## config.mk

```make
export PLATFORM = sky130hd
export DESIGN_NAME = core_fetch_unit
export DESIGN_NICKNAME = d
export VERILOG_FILES = /design/src/rtl/core_fetch_unit.sv
export SDC_FILE = /design/constraint.sdc
export NUM_CORES = 1
export LEC_CHECK = 0
export BUFFER_PORTS_ARGS = -buffer_cell sky130_fd_sc_hd__clkbuf_2
export CORE_MARGIN = 10
export CORE_UTILIZATION = 53
export DETAILED_ROUTE_END_ITERATION = 7
export GPL_ROUTABILITY_DRIVEN = 0
export PLACE_DENSITY_LB_ADDON = 0.12
export SLEW_MARGIN = 40
export SYNTH_ARGS = -nofsm -noshare
export SYNTH_HDL_FRONTEND = slang
export SYNTH_SLANG_ARGS = --single-unit
```

## constraint.sdc

```tcl
create_clock -name CFU_Clk_In -period 3.5 [get_ports CFU_Clk_In]
set_input_delay 0.175 -clock CFU_Clk_In [delete_from_list [all_inputs] [get_ports CFU_Clk_In]]
set_output_delay 0.175 -clock CFU_Clk_In [all_outputs]
set_load 0.01 [all_outputs]
```

## src/rtl/core_fetch_unit.sv

```systemverilog
// core_fetch_unit: instruction fetch front end with a small prefetch FIFO.
// Keeps at most one instruction-memory request in flight, tags each response
// with its PC, and queues it for the decode stage. A redirect flushes the queue
// and restarts fetching at the word-aligned target. If a request is still in
// flight when the redirect arrives, its response is dropped.
// Optional feature: define CFU_PERF_COUNTERS_EN to add fetch/flush counters.
module core_fetch_unit #(
    parameter int                   DATAWIDTH  = 32,
    parameter logic [DATAWIDTH-1:0] RESET_ADDR = 32'h0000_0000,
    parameter int                   DEPTH      = 4,
    parameter int                   INSMEMSTEP = 4
) (
    input  logic                         CFU_Clk_In,
    input  logic                         CFU_Reset_In,
    input  logic [DATAWIDTH-1:0]         CFU_Insmem_Readdata_InBUS,
    input  logic                         CFU_Insmem_Valid_In,
    output logic                         CFU_Insmem_Ready_Out,
    output logic [DATAWIDTH-1:0]         CFU_Insmem_Addr_OutBUS,
    input  logic                         CFU_Redirect_In,
    input  logic [DATAWIDTH-1:0]         CFU_Redirect_Addr_InBUS,
    output logic                         CFU_Ins_Valid_Out,
    output logic [DATAWIDTH-1:0]         CFU_Ins_OutBUS,
    output logic [DATAWIDTH-1:0]         CFU_Ins_Pc_OutBUS,
    input  logic                         CFU_Ins_Ready_In,
`ifdef CFU_PERF_COUNTERS_EN
    output logic [31:0]                  CFU_Perf_Fetch_OutBUS,
    output logic [31:0]                  CFU_Perf_Flush_OutBUS,
`endif
    output logic [$clog2(DEPTH):0]       CFU_Count_OutBUS
);

    localparam int AW = $clog2(DEPTH);
    localparam int CW = AW + 1;
    localparam logic [DATAWIDTH-1:0] ALIGN_MASK = {{(DATAWIDTH-2){1'b1}}, 2'b00};
    localparam logic [CW-1:0]        DEPTH_CNT  = CW'(DEPTH);

    typedef enum logic [1:0] {
        ST_IDLE,
        ST_REQ,
        ST_DISCARD
    } state_e;

    state_e                 state_q, state_d;
    logic [DATAWIDTH-1:0]   pc_q, pc_d;
    logic [DATAWIDTH-1:0]   addr_q, addr_d;
    logic                   ready_q, ready_d;
    logic [AW-1:0]          rd_ptr_q, rd_ptr_d;
    logic [AW-1:0]          wr_ptr_q, wr_ptr_d;
    logic [CW-1:0]          count_q, count_d;
    logic [DATAWIDTH-1:0]   buf_data_q [DEPTH];
    logic [DATAWIDTH-1:0]   buf_pc_q   [DEPTH];

    logic                   head_valid;
    logic                   push;
    logic                   pop;
    logic [CW-1:0]          count_after;

    // Next-state logic: a redirect overrides push/pop; otherwise advance the fetch FSM.
    always_comb begin
        head_valid  = (count_q != '0);
        push        = (state_q == ST_REQ) && CFU_Insmem_Valid_In && !CFU_Redirect_In;
        pop         = head_valid && CFU_Ins_Ready_In && !CFU_Redirect_In;
        count_after = count_q + CW'(push) - CW'(pop);

        state_d  = state_q;
        pc_d     = pc_q;
        rd_ptr_d = rd_ptr_q + AW'(pop);
        wr_ptr_d = wr_ptr_q + AW'(push);
        count_d  = count_after;

        if (CFU_Redirect_In) begin
            pc_d     = CFU_Redirect_Addr_InBUS & ALIGN_MASK;
            rd_ptr_d = '0;
            wr_ptr_d = '0;
            count_d  = '0;
            case (state_q)
                ST_IDLE:    state_d = ST_REQ;
                ST_REQ,
                ST_DISCARD: state_d = CFU_Insmem_Valid_In ? ST_REQ : ST_DISCARD;
                default:    state_d = ST_IDLE;
            endcase
        end else begin
            case (state_q)
                ST_IDLE: begin
                    if (count_after < DEPTH_CNT) begin
                        state_d = ST_REQ;
                    end
                end
                ST_REQ: begin
                    if (CFU_Insmem_Valid_In) begin
                        pc_d    = pc_q + DATAWIDTH'(INSMEMSTEP);
                        state_d = (count_after < DEPTH_CNT) ? ST_REQ : ST_IDLE;
                    end
                end
                ST_DISCARD: begin
                    if (CFU_Insmem_Valid_In) begin
                        state_d = ST_REQ;
                    end
                end
                default: state_d = ST_IDLE;
            endcase
        end

        addr_d  = (state_d == ST_DISCARD) ? addr_q : pc_d;
        ready_d = (state_d != ST_IDLE);
    end

    // Control registers: FSM state, fetch PC, registered request outputs and FIFO pointers.
    always_ff @(posedge CFU_Clk_In or negedge CFU_Reset_In) begin
        if (!CFU_Reset_In) begin
            state_q  <= ST_IDLE;
            pc_q     <= RESET_ADDR;
            addr_q   <= RESET_ADDR;
            ready_q  <= 1'b0;
            rd_ptr_q <= '0;
            wr_ptr_q <= '0;
            count_q  <= '0;
        end else begin
            state_q  <= state_d;
            pc_q     <= pc_d;
            addr_q   <= addr_d;
            ready_q  <= ready_d;
            rd_ptr_q <= rd_ptr_d;
            wr_ptr_q <= wr_ptr_d;
            count_q  <= count_d;
        end
    end

    // Prefetch storage: each accepted response is written together with its fetch PC.
    always_ff @(posedge CFU_Clk_In or negedge CFU_Reset_In) begin
        if (!CFU_Reset_In) begin
            for (int i = 0; i < DEPTH; i++) begin
                buf_data_q[i] <= '0;
                buf_pc_q[i]   <= '0;
            end
        end else if (push) begin
            buf_data_q[wr_ptr_q] <= CFU_Insmem_Readdata_InBUS;
            buf_pc_q[wr_ptr_q]   <= pc_q;
        end
    end

    // Head presentation: instruction and PC buses read as zero when the buffer is empty.
    always_comb begin
        CFU_Ins_Valid_Out      = head_valid;
        CFU_Ins_OutBUS         = head_valid ? buf_data_q[rd_ptr_q] : '0;
        CFU_Ins_Pc_OutBUS      = head_valid ? buf_pc_q[rd_ptr_q]   : '0;
        CFU_Insmem_Ready_Out   = ready_q;
        CFU_Insmem_Addr_OutBUS = addr_q;
        CFU_Count_OutBUS       = count_q;
    end

`ifdef CFU_PERF_COUNTERS_EN
    logic [31:0] perf_fetch_q, perf_fetch_d;
    logic [31:0] perf_flush_q, perf_flush_d;

    // Performance counters: accepted responses and redirects, both wrap naturally.
    always_comb begin
        perf_fetch_d = perf_fetch_q + 32'(push);
        perf_flush_d = perf_flush_q + 32'(CFU_Redirect_In);
    end

    // Performance counter registers.
    always_ff @(posedge CFU_Clk_In or negedge CFU_Reset_In) begin
        if (!CFU_Reset_In) begin
            perf_fetch_q <= '0;
            perf_flush_q <= '0;
        end else begin
            perf_fetch_q <= perf_fetch_d;
            perf_flush_q <= perf_flush_d;
        end
    end

    assign CFU_Perf_Fetch_OutBUS = perf_fetch_q;
    assign CFU_Perf_Flush_OutBUS = perf_flush_q;
`else
    // Counters are not built in this configuration.
`endif

endmodule

```

==> reports/metrics.cfg, run 1 <==
[status]
outcome = finished, final reports clean

[sta]
setup-violations-final = 0
period_share_pct = 98.34
slew_violations = 0
setup_slack_ns = 0.05813
worst_hold_slack_ns = 0.1161
clock-skew-final_ns = 0.01668
rsz0062_at_grt = true
period_needed_ns = 3.442
slew_headroom_pct = 52.24
hold_viol = 0
max_freq_mhz = 290.5
worstMarginPinSlew_ns = 0.7164

[placement]
pre_cts_slack_ns = 0.09747
hpwl_um = 22190
port_buffers = 167
dpl_cell_area_um2 = 16430

[synth]
syn_nets = 1131
synth-async-reset-ratio_pct = 100.0
yosys.area.top_type = dfrtp_1
ys.flop_type = dfrtp_1
netlist_top_cells_area = dfrtp_1, mux2_2, mux4_2, and2_1, nand2_1
synth-seq-area-share_pct = 54.71
synth_cells = 1052
synth-seq-cells = 330
syn_area_um2 = 15090
ys_warn_count = 0
post_synth_num_cell_types = 51
synth.avg_cell_area_um2 = 14.35
yosysTopAreaCellShare_pct = 54.71
synth-edff-count = 0

[finish]
drive_gt1_share_pct = 47.18
design_area_um2 = 18440
mostFrequentLayoutCells = dfrtp_1, mux2_2, clkbuf_2, and2_1, mux4_2
nets = 1364
layout_commonest_cell = dfrtp_1
antenna_cells = 0
syn_to_final_growth_pct = 22.16

[route]
drt-total-wl_um = 34790
ant_nets = 0
wl_per_cell_um = 20.59
drc = 0
drt_iter0_drc = 554
via_per_inst = 5.629
vias = 9513
dr.pass1.iters = 5

[clock_tree]
htreeDepth = 2
worst_setup_hold_path_clk_slew_ns = 0.06
cts_tree = yes
clkSinkCount = 330
cts_buffer_depth = 3
cts_root_buf = clkbuf_16
cts_buffers = 37
clk-insertion-delay-late_ns = 0.51

[floorplan]
die_w_um = 188.8
rows = 61
dieArea_um2 = 35630
io_pins = 170
initial_core_util_pct = 54.03
die_h_um = 188.8
coreArea_um2 = 27930

[critical_path]
crit_start = CFU_Count_OutBUS[0]
cp_slowest_cell = dfrtp_1
crit_buf_inv = 3
critPathCapture = CFU_Insmem_Addr_OutBUS[3]
critPathRequiredTime_ns = 3.89
worstReg2RegEnd = CFU_Insmem_Addr_OutBUS[3]
r2r_cells = 13
crit_chain = or3_4 -> and3_4 -> ha_4 -> inv_2 -> ha_4 -> inv_2 -> fa_2 -> xnor3_2 -> o22ai_1 -> nand3b_1 -> nor2_4 -> clkbuf_16 -> mux2_4
timing.rr.start = CFU_Count_OutBUS[0]
crit_cells = 13
cp_max_fo = 8
cpPeakStageDelay_ns = 0.42
critPathTopFamily = simple AND/OR/NAND/NOR gates
critPathArrivalTime_ns = 3.83
startpoint_type = flip-flop
endpoint_kind = flip-flop
r2r_setup_slack_ns = 0.06
path_class = flip-flop to flip-flop

[power_and_ir_drop]
power_density_nw_per_um2 = 709.2
vdd_ir_drop_max_uv = 430.2
p_leak_nw = 8.487
p_total_mw = 13.08

[global_route]
grt_pass1_wl_um = 56050
grt_use_total_pct = 19.33
grt_pass1_vias = 10370
grt_max_degree = 66
antenna_found_initial = 1
overflow = 0

[run]
cap_violations = 0

[min_path]
hold_path_class = primary input to flip-flop

[final cells by class]
type / count / area (um2)
Multi-Input combinational cell: 635 / 6583
Clock buffer: 60 / 1145
Sequential cell: 330 / 8265
Fill cell: 2127 / 9497
Timing Repair Buffer: 268 / 1889
Inverter: 13 / 48.80
Tap cell: 378 / 473.0
Clock inverter: 6 / 33.78
[routing by layer]
layer	up-vias	global-route usage (%)	wire length [um]	part of all wire [%]
met5	-	0	18	0.052
met1	4910	25.30	15520	45
met3	64	4.247	1679	4.8
li1	4331	-	-	-
met2	206	31.78	16740	48
met4	2	5.525	825	2.4
[registers in the layout (all words and copies together), names as in the netlist]
signal	flops
CFU_Insmem_Addr_OutBUS	32
state_q	2
wr_ptr_q	2
CFU_Count_OutBUS	3
buf_pc_q	128
rd_ptr_q	2
buf_data_q	128
pc_q	32
CFU_Insmem_Ready_Out	1
[stage by stage]
step                instances  util (%)  setup TNS (ns)
floorplan                1052         -               0
global placement         1554     58.70               0
detailed placement       1555     58.80               0
CTS                      1682     65.21               0
global route             1690     66.00         -0.6647
finish                   1690     66.00               0
[logic make-up (layout without fill, tap and decap cells)]
kind of cell / after synthesis / count (layout) / synth area share (%)
compound gates: 64 / 64 / 2.711
fa+ha+maj: 10 / 10 / 0.8787
flops: 330 / 330 / 54.71
xor+xnor: 14 / 14 / 0.9036
simple gates: 204 / 204 / 7.759
buf+inv: 87 / 347 / 2.678
mux: 343 / 343 / 30.36
[synth_stat cells (all sizes together) (3+ instances only)]
cell      n
or4      12
mux4     64
nor4      4
clkbuf   28
xor2      7
nand3    13
o21ai    26
nor2     24
ha        9
o31ai    11
xnor2     6
and4      7
nand4    14
mux2    278
nor3      4
inv      13
buf      46
dfrtp   330
nor2b     6
nand2    41
and3      4
a31oi    12
and2     67
nand3b    3
[how the worst min path moves through the flow]
stage,from,to,slack (ns),cells past startpoint
after floorplan,CFU_Reset_In,CFU_Count_OutBUS[0],-0.12,0
after global placement,CFU_Reset_In,buf_data_q[70],0.34,1
after detailed placement,CFU_Reset_In,buf_data_q[70],0.16,1
after CTS,CFU_Redirect_Addr_InBUS[25],pc_q[25],0.0007,2
after global routing,CFU_Redirect_Addr_InBUS[29],pc_q[29],0.1,4
final,CFU_Redirect_In,wr_ptr_q[1],0.12,3
[report_power, final]
group / leakage (nW) / switching, mW / total, mW / internal (mW)
registers: 4.25 / 0.606 / 5.41 / 4.81
clock network: 0.584 / 1.49 / 3.72 / 2.23
logic: 3.66 / 1.72 / 3.94 / 2.22
[worst register-to-register path, cell delays in order, from the launching register on]
cell	delay [ns]
dfrtp_1	0.42
or3_4	0.39
and3_4	0.19
ha_4	0.21
inv_2	0.06
ha_4	0.12
inv_2	0.03
fa_2	0.36
xnor3_2	0.26
o22ai_1	0.18
nand3b_1	0.19
nor2_4	0.36
clkbuf_16	0.25
mux2_4	0.30
[what timing repair did]
action,CTS,global route
endpoints found under the hold margin,215,1
hold buffers,61,1
endpoints found under the setup margin,0,32
resized for setup,0,32
setup buffers,0,5
Power figures use the tool's default switching activity.
==> inputs of run 2 (changes only) <==
==> constraint.sdc (replaced) <==
create_clock -name CFU_Clk_In -period 3.5 [get_ports CFU_Clk_In]
set_input_delay 0.175 -clock CFU_Clk_In [delete_from_list [all_inputs] [get_ports CFU_Clk_In]]
set_output_delay 0.175 -clock CFU_Clk_In [all_outputs]
set_load 0.05 [all_outputs]
==> reports/metrics.cfg, run 2 (synthesis gave the netlist of run 1 again) <==
[clock_tree]
worst_setup_hold_path_clk_slew_ns = 0.06  ; about the same
cts_root_buf = clkbuf_16  ; unchanged
clk-insertion-delay-late_ns = 0.52  ; was 0.51 ns
cts_buffer_depth = 3  ; unchanged
cts_buffers = 36  ; was 37
cts_tree = yes  ; unchanged
clkSinkCount = 330  ; unchanged
htreeDepth = 2  ; unchanged

[power_and_ir_drop]
clock_power_share_pct = 26.4  ; was 28.5%
combPwrFrac_pct = 36.7  ; was 30.1%
swShare_pct = 36.36  ; was 29.21%
seq_power_share_pct = 36.9  ; was 41.4%
p_sw_mw = 5.337  ; was 3.820 mW
power_density_nw_per_um2 = 801.0  ; was 709.2 nW/um2
p_total_mw = 14.68  ; was 13.08 mW
p_leak_nw = 8.415  ; was 8.487 nW
p_int_mw = 9.343  ; was 9.257 mW
vdd_ir_drop_max_uv = 514.5  ; was 430.2 uV

[placement]
port_buffers = 167  ; unchanged
hpwl_um = 22490  ; was 22190 um
dpl_cell_area_um2 = 16400  ; was 16430 um2

[finish]
drive_gt1_share_pct = 46.69  ; was 47.18%
syn_to_final_growth_pct = 21.43  ; was 22.16%
reg_top3 = buf_data_q x128, buf_pc_q x128  ; unchanged
nets = 1354  ; was 1364
layout_commonest_cell = dfrtp_1  ; unchanged
antenna_cells = 0  ; unchanged
design_area_um2 = 18330  ; was 18440 um2
final_core_util_pct = 65.61  ; was 66.00%
mostFrequentLayoutCells = dfrtp_1, mux2_2, clkbuf_2, and2_1, mux4_2  ; unchanged

[sta]
max_freq_mhz = 296.3  ; was 290.5 MHz
setup_tns_ns = 0  ; unchanged
worst_hold_slack_ns = 0.02459  ; was 0.1161 ns
period_needed_ns = 3.375  ; was 3.442 ns
period_share_pct = 96.42  ; was 98.34%
clock-skew-final_ns = 0.02267  ; was 0.01668 ns
setup-violations-final = 0  ; unchanged
slew_headroom_pct = 43.33  ; was 52.24%
slew_violations = 0  ; unchanged
hold_viol = 0  ; unchanged
worstMarginPinSlew_ns = 0.8470  ; was 0.7164 ns

[critical_path]
critPathArrivalTime_ns = 3.77  ; was 3.83 ns
r2r_cells = 14  ; was 13
worstReg2RegEnd = CFU_Insmem_Addr_OutBUS[4]  ; was CFU_Insmem_Addr_OutBUS[3]
endpoint_kind = flip-flop  ; unchanged
cp_max_fo = 9  ; was 8
timing.rr.start = CFU_Count_OutBUS[1]  ; was CFU_Count_OutBUS[0]
critPathRequiredTime_ns = 3.90  ; was 3.89 ns
r2r_setup_slack_ns = 0.13  ; was 0.06 ns
startpoint_type = flip-flop  ; unchanged
path_class = flip-flop to flip-flop  ; unchanged

[floorplan]
dieArea_um2 = 35630  ; unchanged
die_w_um = 188.8  ; unchanged
rows = 61  ; unchanged
die_h_um = 188.8  ; unchanged
io_pins = 170  ; unchanged
coreArea_um2 = 27930  ; unchanged
initial_core_util_pct = 54.03  ; unchanged

[global_route]
grt_max_degree = 91  ; was 66
grt_pass1_wl_um = 57500  ; was 56050 um
grtUsageMet3_pct = 4.468  ; was 4.247%
met1_usage_pct = 27.08  ; was 25.30%
grt_pass1_vias = 10290  ; was 10.37k
grt_use_total_pct = 19.99  ; was 19.33%
busiest_layer = met2  ; unchanged
overflow = 0  ; unchanged
global_route.usage.met2_pct = 32.07  ; was 31.78%
antenna_found_initial = 3  ; was 1

[route]
drt_iter0_drc = 542  ; was 554
vias = 9537  ; was 9513
wl_per_cell_um = 21.35  ; was 20.59 um
dr.pass1.iters = 5  ; unchanged
via_per_inst = 5.684  ; was 5.629
drt-total-wl_um = 35820  ; was 34790 um
ant_nets = 0  ; unchanged
drc = 0  ; unchanged

[min_path]
hold_path_end = pc_q[31]  ; was wr_ptr_q[1]
hold_path_class = primary input to flip-flop  ; unchanged
min-delay-start = CFU_Redirect_Addr_InBUS[31]  ; was CFU_Redirect_In
whs_path_depth = 3  ; unchanged

[run]
cap_violations = 0  ; unchanged

[status]
outcome = finished, final reports clean  ; unchanged

[run 2: cell count changes in the layout (fill, tap and decap cells not counted), sizes merged]
| cell | change |
|---|---|
| bufinv | +4 |
| buf | -7 |
| clkbuf | -7 |
| dlygate4sd3 | -2 |
| inv | +1 |
| clkinv | -1 |
[run 2: timing repair]
item,4_1_cts,5_1_grt
hold buffers,60,0
gates resized for setup,0,10
setup buffers,0,3
endpoints found under the hold margin,231,0
setup endpoints to repair,0,32
[run 2: area by class of cell]
cell class | count | area [um2]
multi-input cells | 635 | 6489
inverters | 13 | 48.80
clock buffers | 53 | 1056
fillers | 2107 | 9607
repair buffers | 259 | 1834
clock inverters | 10 | 157.7
flip-flops and latches | 330 | 8269
well taps | 378 | 473.0
[run 2: power groups by stage]
stage	Combinational [mW]	Clock [mW]	Sequential (mW)
3_5_place_dp	5.31	0	5.48
2_1_floorplan	3.87	0	5.51
3_3_place_gp	5.24	0	5.44
6_report	5.38	3.88	5.42
4_1_cts	5.39	3.96	5.43
5_1_grt	5.75	4.13	5.55
[run 2: per-stage QoR]
step,std cells,setup slack (ns)
6_report,1678,0.1253
5_1_grt,1678,-0.05122
4_1_cts,1673,0.02099
3_5_place_dp,1550,0.05444
3_3_place_gp,1550,0.1401
2_1_floorplan,1052,0.03178
[run 2: critical path, stage by stage (launching register included)]
cell       delay, ns
dfrtp_2         0.43
or3_4           0.38
and3_4          0.19
ha_1            0.26
inv_1           0.06
ha_1            0.13
inv_1           0.04
fa_1            0.36
xnor3_2         0.26
o21ai_0         0.25
a21oi_2         0.14
nor2_4          0.11
buf_12          0.14
clkbuf_16       0.16
mux2_2          0.33
[run 2: worst max-delay path by stage]
| stage | startpoint | end | slack (ns) | cells past startpoint |
|---|---|---|---|---|
| CTS | CFU_Count_OutBUS[1] | CFU_Insmem_Addr_OutBUS[7] | 0.02 | 13 |
| detailed placement | CFU_Count_OutBUS[0] | CFU_Insmem_Addr_OutBUS[12] | 0.05 | 13 |
| global route | CFU_Count_OutBUS[1] | CFU_Insmem_Addr_OutBUS[2] | -0.05 | 14 |
| floorplan | CFU_Count_OutBUS[0] | CFU_Insmem_Addr_OutBUS[21] | 0.03 | 14 |
| finish | CFU_Count_OutBUS[1] | CFU_Insmem_Addr_OutBUS[4] | 0.13 | 14 |
| global placement | CFU_Count_OutBUS[1] | CFU_Insmem_Addr_OutBUS[16] | 0.14 | 13 |
[run 2: per-layer routing]
layer / vias up / part of all wire (%)
met5: - / 0.11
met4: 6 / 1.9
met3: 49 / 5.0
met2: 222 / 48
met1: 4955 / 45
li1: 4305 / -
==> inputs of run 3 (changes only) <==
==> constraint.sdc (replaced) <==
create_clock -name CFU_Clk_In -period 2.8 [get_ports CFU_Clk_In]
set_input_delay 0.14 -clock CFU_Clk_In [delete_from_list [all_inputs] [get_ports CFU_Clk_In]]
set_output_delay 0.14 -clock CFU_Clk_In [all_outputs]
set_load 0.05 [all_outputs]
==> reports/metrics.cfg, run 3 (synthesis gave the netlist of run 1 again) <==
[power_and_ir_drop]
power_density_nw_per_um2 = 987.1  ; was 801.0 nW/um2
p_leak_nw = 8.662  ; was 8.415 nW
p_total_mw = 18.53  ; was 14.68 mW
vdd_ir_drop_max_uv = 560.0  ; was 514.5 uV

[placement]
dpl.cell_count = 1565  ; was 1550
dpl_cell_area_um2 = 16750  ; was 16400 um2
hpwl_um = 22440  ; was 22490 um
port_buffers = 167  ; unchanged

[sta]
hold_viol = 0  ; unchanged
rsz0062_at_grt = true
period_needed_ns = 3.161  ; was 3.375 ns
setup_slack_ns = -0.3613  ; was 0.1253 ns
period_share_pct = 112.9  ; was 96.42%
max_freq_mhz = 316.3  ; was 296.3 MHz
worstMarginPinSlew_ns = 0.7040  ; was 0.8470 ns
slew_headroom_pct = 53.07  ; was 43.33%
setup-violations-final = 32  ; was 0
slew_violations = 0  ; unchanged
setup_tns_ns = -11.08  ; was 0 ns
clock-skew-final_ns = 0.01662  ; was 0.02267 ns

[clock_tree]
clkSinkCount = 330  ; unchanged
cts_tree = yes  ; unchanged
clk-insertion-delay-late_ns = 0.51  ; was 0.52 ns
cts_root_buf = clkbuf_16  ; unchanged
worst_setup_hold_path_clk_slew_ns = 0.06  ; about the same
cts_buffers = 37  ; was 36
htreeDepth = 2  ; unchanged
cts_buffer_depth = 3  ; unchanged

[status]
violations = setup timing
outcome = finished with violations  ; was finished, final reports clean

[floorplan]
rows = 61  ; unchanged
initial_core_util_pct = 54.03  ; unchanged
coreArea_um2 = 27930  ; unchanged
die_w_um = 188.8  ; unchanged
die_h_um = 188.8  ; unchanged
io_pins = 170  ; unchanged
dieArea_um2 = 35630  ; unchanged

[route]
via_per_inst = 5.629  ; was 5.684
drc = 0  ; unchanged
ant_nets = 0  ; unchanged
vias = 9580  ; was 9537
dr.pass1.iters = 7  ; was 5
drt-total-wl_um = 35830  ; was 35820 um
drt_iter0_drc = 535  ; was 542
wl_per_cell_um = 21.05  ; was 21.35 um

[finish]
mostFrequentLayoutCells = dfrtp_1, mux2_2, clkbuf_2, and2_1, mux4_2  ; unchanged
design_area_um2 = 18770  ; was 18330 um2
layout_commonest_cell = dfrtp_1  ; unchanged
nets = 1376  ; was 1354
multi_input_area_um2 = 6620  ; was 6489 um2
final-instance-count-excl-fill = 1702  ; was 1678
syn_to_final_growth_pct = 24.38  ; was 21.43%
regArea_um2 = 8269  ; unchanged
drive_gt1_share_pct = 48.11  ; was 46.69%
antenna_cells = 0  ; unchanged
reg_top3 = buf_data_q x128, buf_pc_q x128  ; unchanged
num-fill-cells = 2049  ; was 2107

[critical_path]
critPathCapture = CFU_Insmem_Addr_OutBUS[14]  ; was CFU_Insmem_Addr_OutBUS[4]
crit_start = CFU_Count_OutBUS[1]  ; unchanged
worstReg2RegEnd = CFU_Insmem_Addr_OutBUS[14]  ; was CFU_Insmem_Addr_OutBUS[4]
r2r_setup_slack_ns = -0.36  ; was 0.13 ns
cpPeakStageDelay_ns = 0.40  ; was 0.43 ns
r2r_cells = 14  ; unchanged
timing.rr.start = CFU_Count_OutBUS[1]  ; unchanged
cp_max_fo = 5  ; was 9
critPathArrivalTime_ns = 3.55  ; was 3.77 ns
cp_slowest_cell = dfrtp_2  ; unchanged
crit_buf_inv = 4  ; unchanged
critPathRequiredTime_ns = 3.19  ; was 3.90 ns
critPathTopFamily = simple AND/OR/NAND/NOR gates  ; was adder cells
path_class = flip-flop to flip-flop  ; unchanged
crit_cells = 14  ; unchanged
crit_chain = or3_4 -> and3_4 -> ha_4 -> inv_2 -> ha_4 -> inv_2 -> fa_2 -> xnor3_1 -> o22ai_1 -> nand3b_1 -> nor2_4 -> buf_12 -> buf_12 -> mux2_4  ; was or3_4 -> and3_4 -> ha_1 -> inv_1 -> ha_1 -> inv_1 -> fa_1 -> xnor3_2 -> o21ai_0 -> a21oi_2 -> nor2_4 -> buf_12 -> clkbuf_16 -> mux2_2
endpoint_kind = flip-flop  ; unchanged
startpoint_type = flip-flop  ; unchanged

[run]
cap_violations = 0  ; unchanged

[global_route]
grt_pass1_vias = 10360  ; was 10.29k
grt_pass1_wl_um = 57750  ; was 57500 um
grt_max_degree = 101  ; was 91
overflow = 0  ; unchanged
antenna_found_initial = 0  ; was 3
grt_use_total_pct = 20.04  ; was 19.99%

[min_path]
hold_path_class = primary input to flip-flop  ; unchanged

[run 3: cell count changes in the layout (fill, tap and decap cells not counted), moves of 3 or more]
| cell | delta |
|---|---|
| bufinv_16 | -3 |
| mux2_4 | +30 |
| mux2_1 | -7 |
| mux2_2 | -23 |
| buf_4 | +8 |
| clkbuf_8 | +3 |
| buf_12 | +7 |
| buf_16 | +3 |
[run 3: area by class of cell]
cell class,count,share of cell area (%)
Timing Repair Buffer,280,11.44
Sequential cell,330,44.05
Multi-Input combinational cell,635,35.26
Inverter,13,0.2599
Tap cell,378,2.519
Clock buffer,60,6.152
Clock inverter,6,0.3132
[run 3: metrics by stage]
stage,hold slack (ns),util [%],setup WS [ns]
floorplan,-0.1556,-,-0.5706
global placement,0.2492,59.96,-0.3480
finish,0.05034,67.20,-0.3613
CTS,0.02655,66.88,-0.3533
global route,0.07180,67.20,-0.4729
detailed placement,0.2326,59.96,-0.3716
[run 3: how the worst min path moves through the flow]
stage,endpoint,depth (start not counted),from,slack [ns]
2_1_floorplan,CFU_Count_OutBUS[0],0,CFU_Reset_In,-0.16
4_1_cts,CFU_Count_OutBUS[0],3,CFU_Redirect_In,0.03
5_1_grt,rd_ptr_q[0],3,CFU_Redirect_In,0.07
3_5_place_dp,buf_data_q[99],1,CFU_Reset_In,0.23
6_report,pc_q[29],4,CFU_Redirect_Addr_InBUS[29],0.05
3_3_place_gp,buf_data_q[103],1,CFU_Reset_In,0.25
[run 3: per-layer routing]
| layer | GRT usage [%] | up-vias | part of all wire [%] |
|---|---|---|---|
| met4 | 3.632 | 0 | 0.83 |
| met5 | 0 | - | 0 |
| met1 | 27.10 | 4988 | 45 |
| li1 | - | 4342 | - |
| met3 | 3.527 | 22 | 4.5 |
| met2 | 33.56 | 228 | 50 |
[run 3: worst register-to-register path, stage by stage (launching register included)]
cell and delay, ns:
dfrtp_2 0.40, or3_4 0.38, and3_4 0.19, ha_4 0.21, inv_2 0.06, ha_4 0.12, inv_2 0.03, fa_2 0.32
xnor3_1 0.23, o22ai_1 0.17, nand3b_1 0.15, nor2_4 0.20, buf_12 0.16, buf_12 0.13, mux2_4 0.30
[run 3: timing repair]
| item | in CTS | in global routing |
|---|---|---|
| gates cloned | 2 | 2 |
| hold buffers | 62 | 0 |
| pin swaps | 1 | 4 |
| hold endpoints to repair | 253 | 0 |
| resized for setup | 3 | 4 |
| setup endpoints to repair | 32 | 34 |
| buffers inserted | 4 | 1 |
[run 3: where the power goes]
group	total [mW]	switching, mW	internal (mW)	leakage (nW)
Clock	4.79	1.88	2.91	0.600
Sequential	6.74	0.727	6.01	4.24
Combinational	7.00	4.11	2.89	3.82
